**src/rtl/key_arb_pkg.sv**
```systemverilog
// Shared types and defaults for the key-search result arbiter.
package key_arb_pkg;

    localparam int KEY_W_DEF     = 24;
    localparam int NUM_CORES_DEF = 4;

    typedef enum logic [1:0] {
        IDLE   = 2'd0,
        SEARCH = 2'd1,
        FOUND  = 2'd2,
        FAILED = 2'd3
    } arb_state_t;

endpackage

```
**src/rtl/lowest_set_priority_enc.sv**
```systemverilog
// Combinational priority encoder: index of the lowest set bit plus an any flag.
module lowest_set_priority_enc #(
    parameter int NUM_CORES = 4,
    parameter int IDX_W     = (NUM_CORES > 1) ? $clog2(NUM_CORES) : 1
) (
    input  logic [NUM_CORES-1:0] vec,
    output logic [IDX_W-1:0]     idx,
    output logic                 any
);

    // Scanning downward lets the lowest set bit overwrite any higher one.
    always_comb begin
        idx = '0;
        for (int i = NUM_CORES - 1; i >= 0; i--) begin
            if (vec[i]) idx = IDX_W'(i);
        end
    end

    assign any = |vec;

endmodule

```
**src/rtl/key_result_arbiter.sv**
```systemverilog
// Picks the first successful RC4 search core, latches its key, halts the array
// and drives the registered key (or a live debug view) to the HEX display path.
module key_result_arbiter
    import key_arb_pkg::*;
#(
    parameter int NUM_CORES = NUM_CORES_DEF,
    parameter int KEY_W     = KEY_W_DEF,
    parameter int IDX_W     = (NUM_CORES > 1) ? $clog2(NUM_CORES) : 1
) (
    input  logic                       clk,
    input  logic                       reset_n,
    input  logic                       start,
    input  logic [NUM_CORES-1:0]       core_done,
    input  logic [NUM_CORES-1:0]       core_success,
    input  logic [NUM_CORES*KEY_W-1:0] core_key,
    input  logic                       view_mode,
    input  logic [IDX_W-1:0]           view_idx,
    output logic                       stop_cores,
    output logic                       searching,
    output logic                       key_valid,
    output logic                       all_failed,
    output logic [IDX_W-1:0]           winner_idx,
    output logic [KEY_W-1:0]           secret_key
);

    arb_state_t           state, state_nx;
    logic [NUM_CORES-1:0] done_mask, done_mask_nx;
    logic [KEY_W-1:0]     latched_key, latched_key_nx;
    logic [IDX_W-1:0]     winner_nx;
    logic [KEY_W-1:0]     secret_nx;

    logic [NUM_CORES-1:0] hit;
    logic [IDX_W-1:0]     hit_idx;
    logic                 hit_any;
    logic [KEY_W-1:0]     hit_key;
    logic [KEY_W-1:0]     view_key;

    assign hit = core_done & core_success;

    lowest_set_priority_enc #(
        .NUM_CORES (NUM_CORES),
        .IDX_W     (IDX_W)
    ) u_hit_enc (
        .vec (hit),
        .idx (hit_idx),
        .any (hit_any)
    );

    // Index compares instead of a variable part-select keep out-of-range
    // view_idx values (>= NUM_CORES) reading as zero.
    always_comb begin
        hit_key  = '0;
        view_key = '0;
        for (int i = 0; i < NUM_CORES; i++) begin
            if (hit_idx == IDX_W'(i))  hit_key  = core_key[i*KEY_W +: KEY_W];
            if (view_idx == IDX_W'(i)) view_key = core_key[i*KEY_W +: KEY_W];
        end
    end

    // NOTE: every always_comb output gets a default first so no path can
    // leave it unassigned and infer a latch.
    always_comb begin
        state_nx       = state;
        done_mask_nx   = done_mask;
        latched_key_nx = latched_key;
        winner_nx      = winner_idx;
        if (start) begin
            // A restart outranks a hit seen in the same cycle.
            state_nx       = SEARCH;
            done_mask_nx   = '0;
            latched_key_nx = '0;
            winner_nx      = '0;
        end else if (state == SEARCH) begin
            done_mask_nx = done_mask | core_done;
            if (hit_any) begin
                state_nx       = FOUND;
                latched_key_nx = hit_key;
                winner_nx      = hit_idx;
            end else if (&done_mask_nx) begin
                state_nx = FAILED;
            end
        end

        // Derived from next-state values so the display updates with key_valid.
        if (view_mode)               secret_nx = view_key;
        else if (state_nx == FOUND)  secret_nx = latched_key_nx;
        else                         secret_nx = '0;
    end

    // NOTE: state registers use non-blocking assignments so every flop samples
    // the pre-edge values regardless of block evaluation order.
    always_ff @(posedge clk or negedge reset_n) begin
        if (!reset_n) begin
            state       <= IDLE;
            done_mask   <= '0;
            latched_key <= '0;
            winner_idx  <= '0;
            secret_key  <= '0;
        end else begin
            state       <= state_nx;
            done_mask   <= done_mask_nx;
            latched_key <= latched_key_nx;
            winner_idx  <= winner_nx;
            secret_key  <= secret_nx;
        end
    end

    assign searching  = (state == SEARCH);
    assign key_valid  = (state == FOUND);
    assign all_failed = (state == FAILED);
    assign stop_cores = (state == FOUND) || (state == FAILED);

endmodule
```
**config.mk**
```make
export PLATFORM = sky130hd
export DESIGN_NAME = key_result_arbiter
export DESIGN_NICKNAME = d
export VERILOG_FILES = /design/src/rtl/key_arb_pkg.sv /design/src/rtl/lowest_set_priority_enc.sv /design/src/rtl/key_result_arbiter.sv
export SDC_FILE = /design/constraint.sdc
export NUM_CORES = 1
export LEC_CHECK = 0
export CAP_MARGIN = 30
export CORE_ASPECT_RATIO = 0.9
export CORE_MARGIN = 5
export CORE_UTILIZATION = 35
export DETAILED_ROUTE_END_ITERATION = 10
export GPL_ROUTABILITY_DRIVEN = 0
export PLACE_DENSITY = 0.73
export SLEW_MARGIN = 20
export SYNTH_ARGS = -nofsm -noshare
export SYNTH_HDL_FRONTEND = slang
export SYNTH_SLANG_ARGS = --single-unit
```
**constraint.sdc**
```tcl
create_clock -name clk -period 3.1 [get_ports clk]
set_clock_uncertainty 0.15 [all_clocks]
set_input_delay 0.62 -clock clk [delete_from_list [all_inputs] [get_ports clk]]
set_output_delay 0.62 -clock clk [all_outputs]
set_load 0.005 [all_outputs]
```
==> metrics, run 1 <==
Mean Syn Cell Area ~10 µm²; TritonCTS clock tree built; synthesized instance count 411; synth top area cells dfrtp_1 35%, mux4_2 13%, a22oi_1 8.7%; Power Density 375 nW/µm²; TritonCTS Buffers 5; GRT Total Usage a little over a fifth; syn nets 521; nets@finish ~640; global-route wire length before repair approximately 24000 µm; grt total ovfl 0; RSZ-0062 raised after global routing no; Clock Path Buffers 2; Seq/Total Area, Yosys 34.6%; total placed cells including tap cells about 680; area post-placement between 5000 and 6000 µm²; Critical Path Start core_done[2]; Initial DRT Pass Iterations 5; maximum fanout along the worst path 12; core box area between 10000 and 15000 µm²; max-slew violations 0; Critical Path RT 3.13 ns; P_leak ~0.0022 µW; Die H 112 µm; HP Class in -> async; Register Area 1400 µm²; met1 wire length 6020 µm; Critical Path Start Type input pin; Buffers & Inverters on Critical Path 2; DRC 0; Yosys warnings 0; post-synth top area share between 30% and 40%; Starting Density between 30% and 40%; fin cells approximately 700; most numerous cell in the Yosys netlist dfrtp_1; ant diodes 0; Main synth FF type dfrtp_1; crit path kind in -> reg; Fin Hold WS between 0.15 and 0.2 ns; max cap viols 0; worst vdd ir between 0.2 and 0.25 mV; pin slew with the least headroom to its limit 0.819 ns; commonest cells in the netlist 56 x dfrtp_1, 47 x a22oi_1, 31 x nor2_1; highest clock rate 422 MHz; vias ~4200; setup_tns 0 ns; CP peak stage delay approximately 0.5 ns; minimum clock period approximately 2.4 ns; DIE WIDTH between 100 and 150 µm; Layout fillers 1028; Worst slew margin a little under half; design area between 5000 and 6000 µm²; Final WS setup between 0.7 and 0.8 ns; Top Ports 140; post-synthesis cell type count 35; Final Cycle Share about three quarters; CP arrival 2.40 ns; met2 WL post-DR just over 7000 µm; post-synth top area cell dfrtp_1; final WL around 15000 µm; H-tree depth 2; area of the multi-input gates roughly 2400 µm²; Top Layer Used met4; root buf cell clkbuf_16; DR WL/cell 21.8 µm; initial antenna violation count 0; Clock Sinks 56; Worst setup EP type flip-flop; Place WS about 0.45 ns; Post-CTS Setup Inserts 0; pin count of the biggest net entering global routing between 40 and 50; full die area between 10000 and 15000 µm²; Hold Violations, Final 0; CP top delay family compound AO/OA/AOI/OAI gates; reg-to-reg critical path startpoint state[0]; clock slew at reported path FFs ~0.07 ns; FP Rows 37; Port Buffers 139; DP HPWL 10700 µm; CP max stage cell clkdlybuf4s50_1; synthesized cell area between 4000 and 5000 µm²; # resized after CTS 0; area delta synth->final 41.0%; Async SR Flop Fraction 100%; number of register bits inferred by synthesis 56; CP Cell Sequence clkdlybuf4s50_1 -> a22o_4 -> o21ai_4 -> buf_4 -> a22oi_1 -> o31ai_1; Routed Antenna Nets 0; DR vias/cell 6.15; status finished, final reports clean; share of cells above drive strength 1 roughly 12%; wire length on met3 approximately 1300 µm; setup violators final 0; vias in the first global route 4581; CTS Hold Bufs 0; Post-synth EDFFs 0; Initial DRC Count 504; Clk Latency, worst-skew pair 0.29 ns
## report_power, final
group | switching [µW] | internal, µW | leakage [µW]
registers | 39.3 | 801 | 0.000734
clock network | 259 | 323 | 0.0000701
logic | 338 | 381 | 0.00140
total | 637 | 1500 | 0.00221
## worst reg2reg max path, cell delays in order, from the launching register on
cell and delay [ns]:
dfrtp_1 0.42, nor2b_1 0.19, buf_4 0.18, and2b_1 0.67, o21ai_0 0.24, o2bb2ai_1 0.18
## placed cells by master, fill, tap and decap left out, drive strengths merged, types with 3 or more instances in the layout
master	instances
a22oi	48
o21a	24
buf	26
o21ai	28
o2bb2ai	24
clkbuf	7
and2	4
clkdlybuf4s50	137
nand2	4
o31ai	25
dfrtp	56
mux4	24
and3	24
nor2	31
nand3	24
a21oi	6
nor2b	3
o211ai	24
## registers in the layout (all words and copies together) (netlist names)
name	cells
latched_key	24
secret_key	24
done_mask	4
state	2
winner_idx	2
## routing by layer
metal | track usage (%) | vias to the layer above
li1 | - | 1862
met1 | 27.5 | 2071
met2 | 35.3 | 257
met3 | 4.18 | 32
met4 | 8.34 | 0
met5 | 0 | -
## through the flow
step	power [µW]	utilization, %
after floorplan	1210	-
after detailed placement	1560	48.7
final	2140	50.1
after global placement	1540	48.7
after global routing	2240	50.1
after CTS	2140	50.0
## logic make-up after synthesis
| logic type | share of synthesized area (%) |
|---|---|
| and+or+nand+nor | 11.6 |
| DFF | 34.6 |
| buffers and inverters | 6.73 |
| AOI/OAI and AO/OA | 33.7 |
| muxes | 13.3 |
## worst paths after layout
path                             endpoint  slack [ns]  cells past startpoint
max                         secret_key[5]        0.73                      6
max in group asynchronous  secret_key[13]        1.91                      2
max reg2reg                latched_key[6]        1.00                      5
min                         winner_idx[1]        0.19                      1
min in group clk           latched_key[5]        0.34                      1
min reg2reg                latched_key[5]        0.34                      1
## area by class of cell
cell class,instances,share of cell area (%)
Multi-Input combinational cell,302,41.7
Timing Repair Buffer,163,27.6
Sequential cell,56,24.5
Tap cell,156,3.42
Clock buffer,7,2.50
Clock inverter,1,0.131
Inverter,1,0.0657
(Power assumes the default switching activity.)
==> inputs of run 2 (changes only) <==
--- a/config.mk
+++ b/config.mk
@@ -11,7 +11,7 @@
 export CORE_UTILIZATION = 35
 export DETAILED_ROUTE_END_ITERATION = 10
 export GPL_ROUTABILITY_DRIVEN = 0
-export PLACE_DENSITY = 0.73
+export PLACE_DENSITY = 0.76
 export SLEW_MARGIN = 20
 export SYNTH_ARGS = -nofsm -noshare
 export SYNTH_HDL_FRONTEND = slang
==> constraint.sdc (replaced) <==
create_clock -name clk -period 2 [get_ports clk]
set_clock_uncertainty 0.15 [all_clocks]
set_input_delay 0.4 -clock clk [delete_from_list [all_inputs] [get_ports clk]]
set_output_delay 0.4 -clock clk [all_outputs]
set_load 0.005 [all_outputs]
==> metrics, run 2 (synthesized netlist as in run 1, its figures left out) <==
Port Buffers 139 (unchanged); worst vdd ir 0.354 mV (+65%); global-route wire length before repair 24300 µm (+2.6%); design area 6100 µm² (+6.9%); CP arrival 1.39 ns (-1.01 ns); Critical Path RT 1.45 ns (-1.68 ns); post-layout util 53.6% (+3.4 points); nets@finish 670 (+4.9%); Die H 112 µm (unchanged); Hold Violations, Final 0 (unchanged); Initial DRC Count 539 (+6.9%); DIE WIDTH 123 µm (unchanged); most common cell after layout, fill and taps aside clkdlybuf4s50_1; RSZ-0062 raised after global routing no; Top Ports 140 (unchanged); Place WS -0.344 ns (-0.793 ns); max-slew violations 0 (unchanged); share of cells above drive strength 1 17.6% (+5.4 points); vias 4444 (+5.3%); minimum clock period 1.94 ns; core box area 11400 µm² (unchanged); Clock Sinks 56 (unchanged); setup violators final 0 (unchanged); TritonCTS clock tree built; Layout fillers 1012 (-1.6%); root buf cell clkbuf_16; HP Class reg -> reg; TritonCTS Buffers 5 (unchanged); biggest registers after layout latched_key (24), secret_key (24), done_mask (4); grt total ovfl 0 (unchanged); Worst setup EP type output pin; Critical Path Start Type flip-flop; DR WL/cell 21.9 µm (+0.25%); maximum fanout along the worst path 5 (-7); Routed Antenna Nets 0 (unchanged); DR vias/cell 6.20 (+0.71%); area post-placement 5900 µm² (+6.3%); area delta synth->final 50.6%; commonest non-fill, non-tap cells in the layout 134 x clkdlybuf4s50_1, 55 x dfrtp_1, 47 x a22oi_1; max cap viols 0 (unchanged); initial antenna violation count 0 (unchanged); Final Cycle Share about 97%; highest clock rate roughly 520 MHz; pin slew with the least headroom to its limit 0.332 ns (-0.487 ns); pin count of the biggest net entering global routing 57 (+16%); Clk Latency, worst-skew pair 0.29 ns (about the same); P_leak 0.00244 µW (+11%); crit path kind reg -> out; DP HPWL 11000 µm (+2.3%); Final WS setup 0.0637 ns (-0.668 ns); full die area 13800 µm² (unchanged); setup_tns 0 ns (unchanged); H-tree depth 2 (unchanged); final WL 15700 µm (+4.8%); vias in the first global route 4678 (+2.1%); status finished, final reports clean; Power Density 568 nW/µm² (+52%); Initial DRT Pass Iterations 6 (+1); Starting Density 35.6% (unchanged); ant diodes 0 (unchanged); Worst slew margin 77.8% (+32 points); FP Rows 37 (unchanged); clock slew at reported path FFs 0.07 ns (about the same); GRT Total Usage 22.0% (+0.60 points); Clock Path Buffers 2 (unchanged); DRC 0 (unchanged)
==> run 2: cell type report <==
class                      count  area (µm²)  share of cell area, %
clock inverter                 1        7.51                  0.123
timing repair buffer         193        1950                   31.9
multi-input combinational    303        2400                   39.4
sequential                    56        1400                   23.0
tap                          156         195                   3.20
inverter                       1        3.75                 0.0615
clock buffer                   7         143                   2.34
==> run 2: through the flow <==
stage	power, µW	cells	hold WS, ns
after floorplan	1870	411	-0.0456
after global placement	2500	705	0.275
after detailed placement	2540	705	0.283
after CTS	3460	715	0.346
after global routing	3620	717	0.361
final	3470	717	0.344
==> run 2: worst paths after layout <==
check                                     from             end  slack (ns)  cells after the start
worst max-delay path                  state[0]       searching        0.06                      2
worst min register to register  latched_key[1]  latched_key[1]        0.34                      1
worst max register to register        state[0]  latched_key[0]        0.27                      6
max in group asynchronous              reset_n        state[0]        0.92                      3
worst min-delay path            latched_key[1]  latched_key[1]        0.34                      1
min in group asynchronous              reset_n  secret_key[23]        0.48                      3
==> run 2: metal layers <==
layer	routed length, µm	track usage (%)	vias to the layer above	part of all wire [%]
met3	1300	3.73	42	8.3
met5	0	0	-	0
li1	-	-	1926	-
met1	6540	29.3	2205	42
met2	7500	36.2	271	48
met4	354	7.45	0	2.3
==> run 2: where the power goes <==
group	total [µW]	internal (µW)	leakage (µW)	switching, µW
clock	918	501	0.0000701	417
sequential	1300	1240	0.000733	60.4
combinational	1250	692	0.00164	557
total	3470	2430	0.00244	1030
==> run 2: what timing repair did <==
item | 4_1_cts | 5_1_grt
buffers inserted | 1 | 1
pin swaps | 0 | 3
endpoints found under the hold margin | 56 | 0
setup endpoints to repair | 7 | 31
hold buffers | 1 | 0
cloned | 0 | 1
gates resized for setup | 3 | 7
==> run 2: worst max-delay path, stage by stage (launching register included) <==
cell and delay, ns:
dfrtp_2 0.42, nor2b_2 0.17, clkdlybuf4s50_1 0.51
==> inputs of run 3 (changes only) <==
--- a/config.mk
+++ b/config.mk
@@ -6,12 +6,15 @@
 export NUM_CORES = 1
 export LEC_CHECK = 0
 export CAP_MARGIN = 30
+export CELL_PAD_IN_SITES_DETAIL_PLACEMENT = 0
+export CELL_PAD_IN_SITES_GLOBAL_PLACEMENT = 1
 export CORE_ASPECT_RATIO = 0.9
 export CORE_MARGIN = 5
-export CORE_UTILIZATION = 35
+export CORE_UTILIZATION = 31
+export CTS_CLUSTER_SIZE = 12
 export DETAILED_ROUTE_END_ITERATION = 10
 export GPL_ROUTABILITY_DRIVEN = 0
-export PLACE_DENSITY = 0.76
+export PLACE_DENSITY = 0.86
 export SLEW_MARGIN = 20
 export SYNTH_ARGS = -nofsm -noshare
 export SYNTH_HDL_FRONTEND = slang
==> metrics, run 3 (synthesized netlist as in run 1, its figures left out) <==
vias 4268 (-4.0%); vias in the first global route 4673 (-0.11%); DR vias/cell 5.93 (-4.4%); switching power 1010 µW (-2.5%); DIE WIDTH 131 µm (+5.7%); root buf cell clkbuf_16; Port Buffers 139 (unchanged); Clk Latency, worst-skew pair 0.29 ns (about the same); total placed cells including tap cells 711 (+0.85%); global-route wire length before repair 24300 µm (+0.20%); setup_tns 0 ns (unchanged); P_leak 0.00242 µW (-0.82%); area of the multi-input gates 2400 µm² (-0.16%); RSZ-0062 raised after global routing yes; Final WS setup 0.0537 ns (-0.00996 ns); H-tree depth 2 (unchanged); FP Rows 39 (+5.4%); TritonCTS clock tree built; max-slew violations 0 (unchanged); pin slew with the least headroom to its limit 0.626 ns (+0.294 ns); Die H 118 µm (+5.7%); GRT Total Usage 19.9% (-2.1 points); area delta synth->final 49.3%; ant diodes 0 (unchanged); DP HPWL 11100 µm (+1.3%); minimum clock period 1.95 ns (+0.00996 ns); design area 6050 µm² (-0.86%); crit path kind reg -> out; HP Class reg -> reg; max cap viols 0 (unchanged); highest clock rate 514 MHz (-0.51%); switching part of the total 29.8% (-0.058 points); Routed Antenna Nets 0 (unchanged); biggest registers after layout latched_key (24), secret_key (24), done_mask (4); full die area 15500 µm² (+12%); most common cell after layout, fill and taps aside clkdlybuf4s50_1; Starting Density 31.8% (-3.8 points); clock slew at reported path FFs 0.07 ns (about the same); Clock Path Buffers 2 (unchanged); Final Cycle Share 97.3% (+0.50 points); initial antenna violation count 1 (+1); Layout fillers 1146 (+13%); Comb power frac 36.3% (+0.3 points); CP max stage cell clkdlybuf4s50_1; share of cells above drive strength 1 16.7% (-0.92 points); setup violators final 0 (unchanged); maximum fanout along the worst path 5 (unchanged); register share of total power 38.5% (+1.0 points); P_int 2380 µW (-2.2%); Place WS -0.302 ns (+0.0416 ns); Clock Sinks 56 (unchanged); Post-CTS Setup Inserts 0 (-1); area post-placement 5880 µm² (-0.30%); final WL 15700 µm (about the same); pin count of the biggest net entering global routing 49 (-14%); Buffers & Inverters on Critical Path 1 (unchanged); TritonCTS Buffers 5 (unchanged); nets@finish 666 (-0.60%); Initial DRT Pass Iterations 5 (-1); DRC 0 (unchanged); commonest non-fill, non-tap cells in the layout 134 x clkdlybuf4s50_1, 55 x dfrtp_1, 47 x a22oi_1; worst vdd ir 0.372 mV (+5.1%); Hold Violations, Final 0 (unchanged); CP top delay family buffers and inverters; DR WL/cell 21.8 µm (-0.49%); grt total ovfl 0 (unchanged); Initial DRC Count 478 (-11%); core box area 12700 µm² (+12%); Worst slew margin 58.2% (-20 points); Worst setup EP type output pin; Register Area 1400 µm² (unchanged); Top Ports 140 (unchanged); Critical Path RT 1.45 ns (about the same); Power Density 560 nW/µm² (-1.5%); fin cells 720 (+0.42%); Critical Path Start Type flip-flop; CP arrival 1.40 ns (about the same); CP Cell Sequence nor2b_2 -> clkdlybuf4s50_1; CP peak stage delay 0.51 ns (about the same); post-layout util 47.5% (-6.1 points); status finished, final reports clean; clock share of power 25.2% (-1.3 points)
-- run 3: cell types whose count changed in the layout (fill, tap and decap cells not counted) --
cell and change:
buf_12 -1, dlymetal6s2s_1 +1, a22o_1 -1, buf_6 -1, clkinvlp_4 -1, nor2b_2 -1, buf_4 -2, nor2b_1 +1
clkbuf_8 -1, clkinv_2 +1, nand2_1 +1, nand2_2 -1, a22o_2 +1, dlygate4sd2_1 -1
-- run 3: worst paths after layout --
check	from	endpoint	slack, ns	cells after the start
setup / recovery	state[0]	searching	0.05	2
hold / removal	latched_key[18]	latched_key[18]	0.34	1
setup reg to reg	state[0]	latched_key[7]	0.26	6
hold reg to reg	latched_key[18]	latched_key[18]	0.34	1
max in group asynchronous	reset_n	secret_key[18]	0.57	3
min in group asynchronous	reset_n	state[0]	0.52	2
-- run 3: layer usage --
layer  vias to the layer above  GRT usage, %  routed length (µm)
li1                       1918             -                   -
met5                         -             0                  19
met2                       260          32.7                7590
met3                        37          3.88                1450
met1                      2051          26.1                6310
met4                         2          6.62                 300
-- run 3: final cells by class --
| cell class | instances | area share [%] |
|---|---|---|
| inverters | 1 | 0.0620 |
| well taps | 164 | 3.39 |
| flip-flops and latches | 56 | 23.2 |
| multi-input cells | 303 | 39.7 |
| clock buffers | 6 | 2.13 |
| clock inverters | 1 | 0.0827 |
| repair buffers | 189 | 31.5 |
-- run 3: timing repair --
action                     in CTS  in global routing
cloned                          0                  1
hold endpoints to repair       25                  0
setup endpoints to repair       1                 47
pin swaps                       1                  1
resized for setup               0                  8
hold buffers                    1                  0
-- run 3: worst register-to-register path, cell delays in order, from the launching register on --
cell and delay [ns]:
dfrtp_1 0.42, nor2b_2 0.18, buf_4 0.17, and2b_1 0.26, buf_4 0.22, o21ai_0 0.10, o2bb2ai_1 0.16
-- run 3: power groups by stage --
| stage | Sequential, µW | Clock (µW) | Combinational [µW] |
|---|---|---|---|
| 2_1_floorplan | 1310 | 0 | 564 |
| 3_3_place_gp | 1320 | 0 | 1180 |
| 3_5_place_dp | 1320 | 0 | 1210 |
| 4_1_cts | 1300 | 867 | 1210 |
| 5_1_grt | 1320 | 900 | 1320 |
| 6_report | 1300 | 854 | 1230 |
-- run 3: stage by stage --
stage               hold WS (ns)  total power (µW)
floorplan                -0.0456              1870
global placement           0.283              2500
detailed placement         0.301              2530
CTS                        0.344              3380
global route               0.361              3540
finish                     0.342              3390
